==> src/rtl/approx_adder_err_monitor.sv <==
// Error monitor for 8-bit approximate adders: scores {A,B,S,Cout} samples
// against the exact sum and reports windowed error statistics.
//
// Ports:
//   clk, rst            rising-edge clock, synchronous active-high reset
//   start, busy         window start pulse (IDLE only) / not-idle flag
//   in_valid, in_ready  sample handshake
//   in_a, in_b          exact operands
//   in_s, in_cout       approximate sum bits and carry-out
//   rpt_valid/ready     report handshake
//   rpt_err_count       samples with nonzero error
//   rpt_err_sum         sum of absolute error distances
//   rpt_max_err/idx     largest error and index of its first occurrence
//   rpt_bias            signed sum of (approx - exact); zero unless the
//                       APPROX_MON_BIAS_EN macro is defined
module approx_adder_err_monitor #(
    parameter int WINDOW = 256,
    parameter int IDX_W  = $clog2(WINDOW),
    parameter int SUM_W  = 9 + IDX_W
) (
    input  logic             clk,
    input  logic             rst,
    input  logic             start,
    output logic             busy,
    input  logic             in_valid,
    output logic             in_ready,
    input  logic [7:0]       in_a,
    input  logic [7:0]       in_b,
    input  logic [7:0]       in_s,
    input  logic             in_cout,
    output logic             rpt_valid,
    input  logic             rpt_ready,
    output logic [IDX_W:0]   rpt_err_count,
    output logic [SUM_W-1:0] rpt_err_sum,
    output logic [8:0]       rpt_max_err,
    output logic [IDX_W-1:0] rpt_max_idx,
    output logic [SUM_W:0]   rpt_bias
);

    typedef enum logic [1:0] {
        IDLE,
        RUN,
        DRAIN,
        REPORT
    } state_t;

    localparam logic [IDX_W:0] WIN = (IDX_W + 1)'(WINDOW);

    state_t state;
    state_t state_nx;

    logic [IDX_W:0]   sample_cnt;
    logic             drain_cnt;
    logic             xfer;
    logic             go;

    logic [8:0]       exact;
    logic [8:0]       approx;
    logic [9:0]       diff;
    logic [8:0]       err;

    logic             s1_valid;
    logic [8:0]       s1_err;
    logic [IDX_W-1:0] s1_idx;

    logic [IDX_W:0]   err_count;
    logic [SUM_W-1:0] err_sum;
    logic [8:0]       max_err;
    logic [IDX_W-1:0] max_idx;

    assign xfer = in_valid && in_ready;
    assign go   = (state == IDLE) && start;

    // Stage-1 arithmetic. diff spans -510..+511, so the magnitude always
    // fits in 9 bits and the two's-complement negate can work on the low
    // 9 bits alone.
    assign exact  = {1'b0, in_a} + {1'b0, in_b};
    assign approx = {in_cout, in_s};
    assign diff   = {1'b0, approx} - {1'b0, exact};
    assign err    = diff[9] ? (~diff[8:0] + 9'd1) : diff[8:0];

    always_ff @(posedge clk) begin
        if (rst) begin
            state <= IDLE;
        end else begin
            state <= state_nx;
        end
    end

    always_comb begin
        state_nx  = state;
        busy      = 1'b1;
        in_ready  = 1'b0;
        rpt_valid = 1'b0;
        unique case (state)
            IDLE: begin
                busy = 1'b0;
                if (start) state_nx = RUN;
            end
            RUN: begin
                in_ready = (sample_cnt < WIN);
                if (sample_cnt == WIN) state_nx = DRAIN;
            end
            DRAIN: begin
                if (drain_cnt) state_nx = REPORT;
            end
            REPORT: begin
                rpt_valid = 1'b1;
                if (rpt_ready) state_nx = IDLE;
            end
        endcase
    end

    always_ff @(posedge clk) begin
        if (rst) begin
            sample_cnt <= '0;
            drain_cnt  <= 1'b0;
            s1_valid   <= 1'b0;
            s1_err     <= '0;
            s1_idx     <= '0;
            err_count  <= '0;
            err_sum    <= '0;
            max_err    <= '0;
            max_idx    <= '0;
        end else begin
            drain_cnt <= (state == DRAIN) ? ~drain_cnt : 1'b0;
            s1_valid  <= xfer;
            if (xfer) begin
                s1_err     <= err;
                s1_idx     <= sample_cnt[IDX_W-1:0];
                sample_cnt <= sample_cnt + (IDX_W + 1)'(1);
            end
            if (go) begin
                sample_cnt <= '0;
                err_count  <= '0;
                err_sum    <= '0;
                max_err    <= '0;
                max_idx    <= '0;
            end else if (s1_valid) begin
                err_sum   <= err_sum + SUM_W'(s1_err);
                err_count <= err_count + (IDX_W + 1)'(s1_err != 9'd0);
                // strict compare: ties keep the earliest index
                if (s1_err > max_err) begin
                    max_err <= s1_err;
                    max_idx <= s1_idx;
                end
            end
        end
    end

`ifdef APPROX_MON_BIAS_EN
    logic [9:0]   s1_diff;
    logic [SUM_W:0] bias;

    always_ff @(posedge clk) begin
        if (rst) begin
            s1_diff <= '0;
            bias    <= '0;
        end else begin
            if (xfer) s1_diff <= diff;
            if (go) begin
                bias <= '0;
            end else if (s1_valid) begin
                bias <= bias + (SUM_W + 1)'($signed(s1_diff));
            end
        end
    end

    assign rpt_bias = bias;
`else
    assign rpt_bias = '0;
`endif

    assign rpt_err_count = err_count;
    assign rpt_err_sum   = err_sum;
    assign rpt_max_err   = max_err;
    assign rpt_max_idx   = max_idx;

endmodule

==> config.mk <==
export PLATFORM = sky130hd
export DESIGN_NAME = approx_adder_err_monitor
export DESIGN_NICKNAME = d
export VERILOG_FILES = /design/src/rtl/approx_adder_err_monitor.sv
export SDC_FILE = /design/constraint.sdc
export NUM_CORES = 1
export LEC_CHECK = 0
export BUFFER_PORTS_ARGS = -buffer_cell sky130_fd_sc_hd__buf_2
export CAP_MARGIN = 5
export CORE_MARGIN = 10
export CORE_UTILIZATION = 50
export DETAILED_ROUTE_END_ITERATION = 10
export GPL_TIMING_DRIVEN = 0
export HOLD_SLACK_MARGIN = 0.08
export PLACE_DENSITY = 0.71
export REMOVE_ABC_BUFFERS = 1
export SETUP_SLACK_MARGIN = 0.15
export SYNTH_ARGS = -nofsm -noshare
export SYNTH_HDL_FRONTEND = slang
export SYNTH_SLANG_ARGS = --single-unit
==> constraint.sdc <==
create_clock -name clk -period 7.3 [get_ports clk]
set_input_delay 0.365 -clock clk [delete_from_list [all_inputs] [get_ports clk]]
set_output_delay 0.365 -clock clk [all_outputs]
set_load 0.05 [all_outputs]
======== Word level (Yosys, flattened, before mapping) ========
Index checks and enable logic that the tools add are counted.
cells by class
  add/sub/neg operators ................... 6
  $lt $le $gt $ge ......................... 2
  equal/unequal tests ..................... 8
  multiplexer cells ....................... 9
  bitwise operators ....................... 3
  reductions and logical operators ........ 8
operators with widths
  cell                   number
  $add A9 B1 Y9 const B  2
  $add A17 B9 Y17        1
  $sub A9 B9 Y10         1
  $add A8 B8 Y9          1
  $add A9 B1 Y9          1
  $eq A9 B9 Y1 const B   1
  $gt A9 B9 Y1           1
  $lt A9 B9 Y1 const B   1
  $mux W9                1
  $not A9 Y9             1
  $reduce_bool A9 Y1     1
  $mux W2                4
  $ne A2 B2 Y1 const B   4
  $pmux W2 S4            1
  $eq A2 B2 Y1 const B   2
  $reduce_and A4 Y1      1
  $reduce_or A2 Y1       2
  $mux W1                3
  $eq A2 B1 Y1 const B   1
  $logic_and A1 B1 Y1    2
  $logic_not A2 Y1       1
  $not A1 Y1             2
  $reduce_and A2 Y1      1
storage, ports and cells
  register bits after elaboration ......... 73
  input bits .............................. 30
  output and inout port bits .............. 64
  logic and storage cells ................. 46

======== Logic depth before layout (Yosys ltp) ========
Gate-level depths: netlist of run 1.
  word-level depth ........................ 5
  mapped depth ............................ 13
  depth with buffers taken out ............ 13

======== Worst setup path before layout of run 1 ========
Ideal clock, no wire load.
  kind .................................... input-to-reg
  start point ............................. in in_a[0]
  end point ............................... reg s1_err[7]
  library setup time ...................... 0.086 ns
  arrival ................................. 2.682 ns
  data required time ...................... 7.214 ns
  slack ................................... 4.532 ns
  stages .................................. 12
  buffers on the path ..................... 0
  cells stage by stage .................... fa_1 -> inv_1 -> ha_1 -> nor2_2 -> fa_1 -> nor2b_2 -> o31a_1 -> o21ai_2 -> o2bb2ai_1 -> a31oi_1 -> xor2_1 -> a211oi_1
between the ends
  word-level cells in the longest chain between the ends .. 5
ends and longest elaborated chain
  item                  RTL line  text
  start, declared       27        input logic [7:0] in_a,
  $add A8 B8 Y9 (*)     77        assign exact = {1'b0, in_a} + {1'b0, in_b};
  $sub A9 B9 Y10 (*)    79        assign diff = {1'b0, approx} - {1'b0, exact};
  $not A9 Y9            80        assign err = diff[9] ? (~diff[8:0] + 9'd1) : diff[8:0];
  $add A9 B1 Y9         80
  $mux W9 (*)           80
  end signal, assigned  129       s1_err <= err;
  end, declared         63        logic [8:0] s1_err;
Mark *: on every way between the ends. The rest lies on a longest branch, timed or not.
A chain may end at the register's enable or synchronous reset.

======== Worst setup path after layout of run 1 ========
Same ends and word-level chain as after synthesis.

==> results of run 1 <==
[logic make-up (layout without fill, tap and decap cells)]
group	Yosys count	in the layout	synth area share, %
adders and majority gates	48	48	14.98
xor gates and xnor gates	32	32	6.285
buffers and inverters	77	134	8.221
AOI/OAI and AO/OA	106	106	16.30
and+or+nand+nor	153	153	15.49
muxes	26	26	5.864
other	1	18	0.08409
DFF	73	73	32.77
[placed cells by master (no fill, tap or decap), types with 3 or more instances in the layout]
cell type / count
a21o_1: 5
nand3_1: 6
inv_6: 4
mux2i_1: 25
a211oi_1: 6
and2_1: 3
fa_1: 9
and3_1: 5
nand4_1: 8
nor2b_1: 3
xnor2_1: 14
inv_1: 42
buf_2: 75
xor2_1: 18
nor3_1: 6
nor2_1: 66
clkbuf_8: 9
a31oi_1: 3
o21ai_0: 23
conb_1: 18
or3_1: 11
ha_1: 39
o21a_1: 4
dfxtp_1: 73
nand2_1: 37
a21oi_1: 37
o211ai_1: 3
[state kept, by name (all words and copies together), names as in the netlist]
register       count
drain_cnt          1
rpt_err_count      9
rpt_err_sum       17
rpt_max_err        9
rpt_max_idx        8
s1_err             9
s1_idx             8
s1_valid           1
sample_cnt         9
state              2
[worst register-to-register path, stage by stage, from the launching register on]
cell and delay [ns]:
dfxtp_1 0.34, inv_1 0.11, ha_1 0.20, nor2b_1 0.21
and2_1 0.76, nand4_1 0.35, or3_1 0.42, a21oi_1 0.14
[metrics by stage]
| stage | power, W | instance area [um^2] | setup slack, ns |
|---|---|---|---|
| final | 0.001205 | 5036 | 4.604 |
| after floorplan | 0.0008137 | 4314 | 4.446 |
| after CTS | 0.001216 | 5036 | 4.588 |
| after detailed placement | 0.0009212 | 4853 | 4.219 |
| after global routing | 0.001287 | 5036 | 4.457 |
| after global placement | 0.0008948 | 4825 | 4.267 |
[power breakdown]
group | internal, W | switching [W]
sequential | 0.000420 | 0.0000321
combinational | 0.000174 | 0.000285
clock | 0.000128 | 0.000167
total | 0.000722 | 0.000484
[how the worst max path moves through the flow]
stage | start | to | slack [ns] | depth (start not counted)
final | in_a[0] | s1_err[7]$_SDFFE_PP0P_ | 4.60 | 13
after global routing | in_a[0] | s1_err[7]$_SDFFE_PP0P_ | 4.46 | 13
after CTS | in_a[0] | s1_err[7]$_SDFFE_PP0P_ | 4.59 | 13
after detailed placement | in_a[0] | s1_err[7]$_SDFFE_PP0P_ | 4.22 | 13
after global placement | in_a[0] | s1_err[7]$_SDFFE_PP0P_ | 4.27 | 13
after floorplan | state[1]$_SDFFE_PP0P_ | sample_cnt[5]$_SDFFE_PP0P_ | 4.45 | 7
[routing by layer]
layer	wire length (um)	GRT usage [%]	up-vias	share of wire [%]
met5	0	0	-	0
met4	144	5.681	0	1.5
met1	4125	16.65	1723	43
met2	4521	24.35	83	48
li1	-	-	1874	-
met3	713	4.769	14	7.5
[final cells by class]
cell class	count	area, um^2
Sequential cell	73	1461
Fill cell	796	3685
Tap cell	108	135.1
Clock buffer	9	123.9
Timing Repair Buffer	76	402.9
Inverter	42	157.7
Multi-Input combinational cell	383	2696
Clock inverter	7	58.81
[synth_stat cells (2+ instances only)]
cell       number
and3_1          5
ha_1           39
a211oi_1        6
xor2_1         18
nand2b_1        2
a31oi_1         3
o21ai_0        23
nand4_1         8
nand3_1         6
nand2_1        37
nor2b_1         3
buf_1           3
buf_2           2
a2111oi_0       2
o22ai_1         2
dfxtp_1        73
clkbuf_1       11
and2_1          3
nor2_1         66
nor4_1          2
o211ai_1        3
fa_1            9
or3_1          11
o21ai_4         2
inv_1          42
mux2i_1        25
xnor2_1        14
o21ai_1         2
a21oi_1        37
nor3_1          6
buf_4          18
a21o_1          6
o21a_1          4
==> impl_metrics.toml, run 1 <==
[worst_setup_path]
r2r-end = "sample_cnt[7]$_SDFFE_PP0P_"
crit_top_cell = "fa_1"
endpoint_kind = "register"
path_max_fanout = 3
worstPathCellList = "buf_2 > fa_1 > inv_1 > ha_1 > nor2_2 > fa_1 > nor2b_2 > o31a_1 > o21ai_2 > o2bb2ai_1 > a31oi_1 > xor2_1 > a211oi_1"
arrival_ns = 2.97
crit_family = "compound AO/OA/AOI/OAI gates"
critical_path.slowest_cell = "fa_1"
worst-path-buf-inv = 2
r2r.worst_path.cells = 7
criticalPathCategory = "input port to register"
critPathLaunchType = "input port"
reg2reg_from = "state[1]$_SDFFE_PP0P_"
worst_ep_required_time_ns = 7.57
rrSetupSlack_ns = 4.70
slowest_delay_ns = 0.55

[floorplanning]
initial_core_util_pct = 51.13
die_h_um = 114.4
ioPinCount = 94
coreArea_um2 = 8721
die-area_um2 = 13100
rows = 34
die_width_um = 114.4

[min_path]
whs_endpoint = "state[1]$_SDFFE_PP0P_"
min_path_type = "input port to register"
min_from = "rst"
hold_path_depth = 2

[placed_design]
hpwl_mm = 7.419
dp_cells = 682
place_congestion = 0.8379
portBuffers = 75

[logic_synthesis]
synthArstFlopShare_pct = 0
yosys.area.top_type = "dfxtp_1"
ys_types = 56
synth_edf_count = 0
ys.flop_type = "dfxtp_1"
synth_area_um2 = 4459
ys_warn_count = 0
synthCells = 516
avgSynthCellArea_um2 = 8.642
synth-seq-cells = 73
synth.top_cell.area_share_pct = 32.77
seq_area_frac_synth_pct = 32.77
synth_area_leaders = "dfxtp_1, ha_1, mux2i_1"

[clock_network]
clkSlewWorstSetupHoldPaths_ns = 0.09
cts_buffers = 9
cts.path.max_buffers = 2
post_cts_buffers = 0
cts_resized = 0
cts_tree = "built"
cts_hold_buf = 0
cts-root-buf = "clkbuf_8"
htreeDepth = 3
clock_sinks = 73
clk_latency_ns = 0.35

[routing]
dr.first_iter.drc_count = 174
avgRoutedWirePerCell_um = 13.62
drc = 0
drt-total-wl_mm = 9.506
antenna_left = 0
vias = 3694
vias_per_cell = 5.292
first_pass_iters = 4

[finish]
nets = 663
antennaDiodeCount = 0
utilization_pct = 57.75
drive_above_1_share_pct = 17.97
fin_cells = 698
syn2layout_area_growth_pct = 12.93

[pwr]
ir_drop_uv = 118.7
cellLeakagePower_nw = 2.136
p_per_area_nw_per_um2 = 239.4

[timing]
finalCritPeriodShare_pct = 36.93
fin_worst_skew_ns = 0.01399
finalHoldViolations = 0
rsz0062_at_grt = "false"
maxSlewHeadroom_pct = 38.66
drv_slew = 0
worstMarginPinSlew_ns = 0.9201
fmax_ghz = 0.3710
setup_tns_ns = 0
finalSetupViolCount = 0
hold_ws_ns = 0.4271
period_needed_ns = 2.696

[global_routing]
grt_pass1_vias = 3624
antenna_found_initial = 0
grtUsageTotal_pct = 14.52
grt-ovfl-total = 0
grt_max_degree = 30
grt_pass1_wl_mm = 16.08

[job]
max_cap_violations = 0

[status]
status = "finished, final reports clean"
No activity file was read; power rests on OpenSTA's default activity.
==> run 2, diff against run 1 <==
- PLACE_DENSITY: 0.71 -> 0.74
- clock period: 7.3 -> 2.26 ns (I/O delays scaled with it)
==> impl_metrics.toml, run 2 (synthesis results as in run 1) <==
[status]
status = "complete, but fails checks"
violations = "negative setup slack"

[timing]
finalSetupViolCount = 1
fmax_ghz = 0.4350
hold_ws_ns = 0.1952
setup_slack_ns = -0.03871
maxSlewHeadroom_pct = 63.60
period_needed_ns = 2.299
finalCritPeriodShare_pct = 101.7
setup_tns_ns = -0.03871
finalHoldViolations = 0
rsz0062_at_grt = "true"
fin_worst_skew_ns = 0.01836
drv_slew = 0
worstMarginPinSlew_ns = 0.5460

[clock_network]
cts_hold_buf = 0
cts-root-buf = "clkbuf_8"
clock_sinks = 73
cts.path.max_buffers = 2
clkSlewWorstSetupHoldPaths_ns = 0.09
htreeDepth = 3
cts_tree = "built"
cts_buffers = 9
clk_latency_ns = 0.36

[finish]
nets = 686
drive_above_1_share_pct = 28.55
largest_reg_flops = 17
utilization_pct = 62.91
layout_common_cells = "buf_2, dfxtp_1, nor2_1, inv_1, nand2_1"
syn2layout_area_growth_pct = 23.04
fill_cells = 737
antennaDiodeCount = 0
final_common_cell = "buf_2"

[worst_setup_path]
slowest_delay_ns = 0.56
critical_path.slowest_cell = "fa_1"
arrival_ns = 2.56
critPathLaunchType = "input port"
worstPathCellList = "buf_6 > inv_2 > fa_1 > ha_2 > nor2_4 > fa_2 > buf_4 > buf_6 > xor2_4 > and3_4 > or3_4 > a311oi_2"
worst-path-buf-inv = 4
criticalPathCategory = "input port to register"
crit_top_cell = "buf_6"
path_max_fanout = 4
endpoint_kind = "register"
worst_ep_required_time_ns = 2.52
crit_family = "adder cells"

[global_routing]
grt_pass1_wl_mm = 16.51
antenna_found_initial = 0
grt_pass1_vias = 3712
grt_max_degree = 28
grt-ovfl-total = 0
grtUsageTotal_pct = 14.94

[routing]
first_pass_iters = 4
drc = 0
vias = 3865
vias_per_cell = 5.361
antenna_left = 0
drt-total-wl_mm = 10.49
dr.first_iter.drc_count = 193
avgRoutedWirePerCell_um = 14.54

[pwr]
p_total_w = 0.004200
switching_power_w = 0.001685
seq_power_share_pct = 34.8
comb_power_share_pct = 42.1
internal-power_w = 0.002515
cellLeakagePower_nw = 2.288
sw_frac_of_total_pct = 40.13
p_clk_share_pct = 23.1
p_per_area_nw_per_um2 = 765.5
ir_drop_uv = 344.0

[floorplanning]
ioPinCount = 94
initial_core_util_pct = 51.13
die_width_um = 114.4
die_h_um = 114.4
die-area_um2 = 13100
rows = 34
coreArea_um2 = 8721

[placed_design]
portBuffers = 75
hpwl_mm = 7.631
place_congestion = 0.8516

[min_path]
min_path_type = "input port to register"

[job]
max_cap_violations = 0
==> run 2: changes by cell type in the layout (fill, tap and decap cells not counted), moves of 3 or more <==
cell	change
ha_2	+5
buf_6	+6
a21oi_1	-8
dfxtp_1	-7
ha_4	+5
buf_4	+16
ha_1	-10
dfxtp_2	+7
a21oi_2	+6
nor2b_1	-3
==> run 2: area by class of cell <==
cell class | count | area [um^2] | share of cell area, %
Clock inverter | 7 | 61.31 | 1.117
Clock buffer | 9 | 123.9 | 2.258
Timing Repair Buffer | 98 | 605.6 | 11.04
Tap cell | 108 | 135.1 | 2.463
Multi-Input combinational cell | 384 | 2933 | 53.45
Inverter | 42 | 157.7 | 2.873
Sequential cell | 73 | 1470 | 26.80
==> run 2: repair_timing <==
item / 4_1_cts / 5_1_grt
endpoints found under the setup margin: 40 / 36
gates cloned: 0 / 1
setup buffers: 8 / 14
gates resized for setup: 15 / 53
pin swaps: 21 / 31
==> run 2: final timing paths <==
path / startpoint / end / slack [ns] / cells after the start
setup / recovery: in_s[0] / s1_err[3]$_SDFFE_PP0P_ / -0.04 / 12
hold / removal: rst / drain_cnt$_SDFF_PP0_ / 0.20 / 2
setup reg to reg: s1_err[1]$_SDFFE_PP0P_ / rpt_err_sum[11]$_SDFFE_PP0P_ / 0.17 / 8
hold reg to reg: s1_idx[3]$_SDFFE_PP0P_ / s1_idx[3]$_SDFFE_PP0P_ / 0.46 / 2
==> run 2: power groups by stage <==
stage / clock network [W] / registers (W) / logic [W]
2_1_floorplan: 0 / 0.00148 / 0.00115
3_3_place_gp: 0 / 0.00148 / 0.00140
3_5_place_dp: 0 / 0.00149 / 0.00149
4_1_cts: 0.000983 / 0.00145 / 0.00157
5_1_grt: 0.00105 / 0.00148 / 0.00193
6_report: 0.000969 / 0.00146 / 0.00177
==> run 2: layer usage <==
layer	vias to the layer above	GRT usage (%)	share of wire, %
li1	1924	-	-
met3	12	5.294	7.4
met5	-	0	0
met4	0	4.845	1.2
met2	98	25.37	49
met1	1831	17.02	43
==> run 2: through the flow <==
step	instance area, um^2	setup slack, ns	instances
5_1_grt	5487	-0.1160	721
3_3_place_gp	4825	-0.5105	681
3_5_place_dp	4853	-0.6024	682
2_1_floorplan	4314	-0.5944	498
6_report	5487	-0.03871	721
4_1_cts	5156	-0.03548	706
